[src/rtl/pipe_skid_reg.sv]
// Generic valid/ready pipeline stage register with optional 2-entry skid,
// synchronous flush and a saturating stall counter.
module pipe_skid_reg #(
  parameter int DATA_W  = 128,
  parameter bit SKID_EN = 1'b1,
  parameter int CNT_W   = 16
) (
  input  logic              clk,
  input  logic              rst,
  input  logic              flush,
  input  logic              in_valid,
  output logic              in_ready,
  input  logic [DATA_W-1:0] in_data,
  output logic              out_valid,
  input  logic              out_ready,
  output logic [DATA_W-1:0] out_data,
  output logic [1:0]        occupancy,
  output logic [CNT_W-1:0]  stall_cnt
);

  typedef enum logic [1:0] {
    EMPTY = 2'd0,
    ONE   = 2'd1,
    FULL  = 2'd2
  } state_t;

  state_t            state;
  logic [DATA_W-1:0] main_q;
  logic [DATA_W-1:0] skid_q;
  logic              in_fire;
  logic              out_fire;

  assign out_valid = (state != EMPTY);
  assign out_data  = main_q;
  assign occupancy = state;
  assign in_fire   = in_valid & in_ready;
  assign out_fire  = out_valid & out_ready;

  // Skid mode keeps in_ready off the out_ready path; pass-through mode
  // lets a full slot refill in the same cycle it drains.
  generate
    if (SKID_EN) begin : g_skid
      assign in_ready = ~rst & (state != FULL);
    end else begin : g_pass
      assign in_ready = ~rst & (~out_valid | out_ready);
    end
  endgenerate

  always_ff @(posedge clk) begin
    if (rst) begin
      state  <= EMPTY;
      main_q <= '0;
      skid_q <= '0;
    end else if (flush) begin
      state <= EMPTY;
    end else begin
      unique case (state)
        EMPTY: begin
          if (in_fire) begin
            main_q <= in_data;
            state  <= ONE;
          end
        end
        ONE: begin
          if (in_fire && out_fire) begin
            main_q <= in_data;
          end else if (in_fire) begin
            skid_q <= in_data;
            state  <= FULL;
          end else if (out_fire) begin
            state <= EMPTY;
          end
        end
        FULL: begin
          if (out_fire) begin
            main_q <= skid_q;
            state  <= ONE;
          end
        end
        default: state <= EMPTY;
      endcase
    end
  end

  always_ff @(posedge clk) begin
    if (rst) begin
      stall_cnt <= '0;
    end else if (out_valid && !out_ready && (stall_cnt != '1)) begin
      stall_cnt <= stall_cnt + 1'b1;
    end
  end

endmodule

[config.mk]
export PLATFORM = sky130hd
export DESIGN_NAME = pipe_skid_reg
export DESIGN_NICKNAME = d
export VERILOG_FILES = /design/src/rtl/pipe_skid_reg.sv
export SDC_FILE = /design/constraint.sdc
export NUM_CORES = 1
export LEC_CHECK = 0
export ABC_AREA = 1
export BUFFER_PORTS_ARGS = -buffer_cell sky130_fd_sc_hd__buf_2
export CAP_MARGIN = 10
export CORE_ASPECT_RATIO = 0.75
export CORE_MARGIN = 1
export CORE_UTILIZATION = 50
export CTS_BUF_LIST = sky130_fd_sc_hd__clkbuf_8
export DETAILED_ROUTE_END_ITERATION = 10
export MAX_ROUTING_LAYER = met4
export PLACE_DENSITY_LB_ADDON = 0.1
export SLEW_MARGIN = 20
export SYNTH_ARGS = -nofsm -noshare
export SYNTH_HDL_FRONTEND = slang
export SYNTH_SLANG_ARGS = --single-unit
[constraint.sdc]
create_clock -name clk -period 4.4 [get_ports clk]
set_clock_uncertainty 0.2 [all_clocks]
set_input_delay 0.66 -clock clk [delete_from_list [all_inputs] [get_ports clk]]
set_output_delay 0.66 -clock clk [all_outputs]
set_load 0.01 [all_outputs]
==> summary.md <==
| Metric | Value |
|---|---|
| Syn-to-layout area delta | `19.3%` |
| Hold violation count in the final report | `0` |
| Setup Total Neg Slack | `0 ns` |
| Achievable clock frequency | `0.320 GHz` |
| Total half-perimeter wirelength after legalization and detailed placement | `19800 µm` |
| Leftover overflow at the end of global routing | `0` |
| Post-synthesis net count | `1811` |
| Gpl congestion | `0.863` |
| Number of rows created at floorplan | `47` |
| Hold WC Path Type | `in -> reg` |
| Hold buffer count at CTS | `0` |
| Combined area of the multi-input logic cells | `0.00532 mm²` |
| Wire length after detailed routing | `33500 µm` |
| Buffer depth of the longest clock path | `3` |
| Post-route cell area | `0.0138 mm²` |
| Max stage delay cell, worst path | `sky130_fd_sc_hd__buf_4` |
| Pleak | `0.00602 µW` |
| Remaining design rule violation count | `0` |
| Final clock period utilization by the worst path | `71.0%` |
| Total cell area at the placement stage | `0.0129 mm²` |
| Seq. cell area | `0.00549 mm²` |
| Area of the die | `0.0237 mm²` |
| Post-cts resize count | `0` |
| Post-CTS Setup Inserts | `0` |
| Most frequent cell on the critical path | `sky130_fd_sc_hd__buf_4` |
| Post-synth top area cell | `sky130_fd_sc_hd__dfxtp_1` |
| Routed len/inst | `15.1 µm` |
| Number of different library cells in the post-synthesis netlist | `24` |
| Clock sink total | `274` |
| Y dimension of the die | `134 µm` |
| Crit. End Element | `flop` |
| Violation count after the first detailed-route iteration | `1027` |
| Final Setup Violations | `0` |
| CP peak stage delay | `0.78 ns` |
| Boundary pin count | `281` |
| Crit Path Max Fanout | `73` |
| Count of warnings emitted by yosys | `0` |
| Instance count of the mapped netlist | `1677` |
| Worst EP required | `4.65 ns` |
| Area of the core region | `0.0223 mm²` |
| Worst path cell trace | `inv_2, nand2_4, nand3_2, o21ai_4, buf_4, buf_4, nand3_1, a21oi_1` |
| Worst Path Buf+Inv | `3` |
| Slew of the pin with the lowest slew margin | `1.05 ns` |
| CTS H-Tree Depth | `2` |
| Post-synthesis cell area | `0.0115 mm²` |
| Peak ir drop on the vdd network | `0.192 mV` |
| Vias after detailed routing | `11601` |
| Area share of the largest cell type after synthesis | `47.5%` |
| Pwr dens | `370 mW/mm²` |
| Starting density of the core | `51.6%` |
| Port Buffers | `280` |
| Chip width | `177 µm` |
| Startpoint types | `flop` |
| Run status | `complete, no violations` |
| Sequential-to-total area share from yosys stat | `47.5%` |
| Number of violations of the max-capacitance limit | `0` |
| Maximum number of pins on one net before global-route repair | `167` |
| Number of global-route vias before repair | `10264` |
| Final critical-path required period | `3.12 ns` |
| Global-route wire length before repair | `53400 µm` |
| Number of antenna violations at the first check in global routing | `8` |
| Number of nets in the layout | `2023` |
| Number of flip-flops and latches in the synthesized netlist | `274` |
| Number of nets still failing antenna checks after routing | `0` |
| Number of pins exceeding their max-slew limit in the final report | `0` |
| Fill cell total of the finished layout | `2218` |
| Top cells by area, synth | `sky130_fd_sc_hd__dfxtp_1 (48%), sky130_fd_sc_hd__nand2_1 (16%), sky130_fd_sc_hd__a21oi_1 (7.8%)` |
| First-pass DRT Iterations | `5` |
| Data arrival time of the critical path | `3.37 ns` |
| Synthesized area per cell | `6.88 µm²` |
| Latest clock arrival within the worst-skew pair | `0.53 ns` |
| Crit path kind | `reg -> reg` |
| Top Family by Delay on Critical Path | `buffers and inverters` |
| Unrepaired setup endpoints after global routing | `no` |
| Proportion of layout cells with a drive suffix above 1 | `19.0%` |
| Clock buffer count from CTS | `44` |
| Clock transition at the register clock pins on the worst setup and hold paths after CTS | `0.06 ns` |
| Slew Limit Headroom | `29.7%` |
| CTS tree | `done` |
| Clk root buf | `sky130_fd_sc_hd__clkbuf_8` |
| Vias per inst | `5.24` |
| Overall fraction of global-route tracks in use | `28.6%` |
## worst min-delay path, delay by kind of cell
kind	cells	cell delay, ns
simple gates	1	0.07
buf+inv	1	0.08
compound gates	1	0.07
## routing by layer
layer  vias up  part of all wire [%]  global-route usage (%)
li1       5839                     -                       -
met1      5323                    46                    39.7
met2       390                    45                    41.4
met3        49                   7.5                    6.25
met4         0                   1.7                    8.21
met5         -                     0                       -
## sequential cells by signal, indices dropped and copies added, names as in the netlist
signal / cells
out_data: 128
skid_q: 128
stall_cnt: 16
occupancy: 2
## logic make-up after synthesis
group / Yosys count / synth area share [%]
AO/OA/AOI/OAI: 356 / 15.6
flip-flops: 274 / 47.5
adder cells (fa/ha/maj): 1 / 0.108
AND/OR/NAND/NOR: 853 / 29.6
buffers and inverters: 187 / 6.76
XOR/XNOR: 6 / 0.455
## power by group
part / switching, µW / total (µW) / internal (µW)
clock network: 974 / 2080 / 1100
logic: 277 / 442 / 165
registers: 35.0 / 2580 / 2540
total: 1290 / 5090 / 3810
## synth_stat cells
master                     instances
sky130_fd_sc_hd__o21a_1            1
sky130_fd_sc_hd__o21ai_0         171
sky130_fd_sc_hd__o21ai_2           1
sky130_fd_sc_hd__dfxtp_1         274
sky130_fd_sc_hd__buf_1             5
sky130_fd_sc_hd__nand2_1         496
sky130_fd_sc_hd__a21oi_2           1
sky130_fd_sc_hd__xor2_1            4
sky130_fd_sc_hd__xnor2_1           2
sky130_fd_sc_hd__nor3_1            2
sky130_fd_sc_hd__clkbuf_1         61
sky130_fd_sc_hd__nor2_2            1
sky130_fd_sc_hd__nand2_2           1
sky130_fd_sc_hd__nand3_2           2
sky130_fd_sc_hd__o211ai_1          1
sky130_fd_sc_hd__inv_2             3
sky130_fd_sc_hd__a21oi_1         180
sky130_fd_sc_hd__buf_2            62
sky130_fd_sc_hd__inv_1            56
sky130_fd_sc_hd__ha_1              1
sky130_fd_sc_hd__a31oi_1           1
sky130_fd_sc_hd__nand3_1         134
sky130_fd_sc_hd__nor2_1          208
sky130_fd_sc_hd__nand4_1           9
## layout by cell type, fill, tap and decap left out, drive strengths merged
cell type / n
nand3: 136
ha: 1
buf: 294
a31oi: 1
bufinv: 1
inv: 68
nand2: 497
nor2: 209
clkbuf: 51
xor2: 4
nor3: 2
clkinv: 7
dfxtp: 274
o21ai: 172
clkinvlp: 1
xnor2: 2
o21a: 1
nand4: 9
diode: 10
o211ai: 1
a21oi: 181
## stage by stage
stage                     setup WS (ns)  total power [µW]  hold slack, ns  util [%]  cells
after floorplan                    2.32              2880           0.225         -   1677
after global placement             1.08              3070           0.234      57.8   2137
after detailed placement          0.972              3070           0.243      57.8   2137
after CTS                          1.33              5130           0.152      61.5   2206
after global routing               1.11              5310           0.191      61.6   2214
final                              1.28              5090           0.191      61.6   2216
## worst paths after layout
path                              startpoint      endpoint  slack, ns  depth (start not counted)
worst min register to register   skid_q[107]   skid_q[107]       0.25                          2
worst min-delay path              in_data[9]     skid_q[9]       0.19                          3
worst max register to register  occupancy[0]  out_data[70]       1.28                          8
worst max-delay path            occupancy[0]  out_data[70]       1.28                          8
## area by class of cell
cell class	count	area share, %
well taps	294	2.67
repair buffers	294	11.2
multi-input cells	1216	38.6
inverters	59	1.63
clock inverters	18	0.755
flip-flops and latches	274	39.9
diodes	10	0.182
clock buffers	51	5.10
Power figures use the tool's default switching activity.
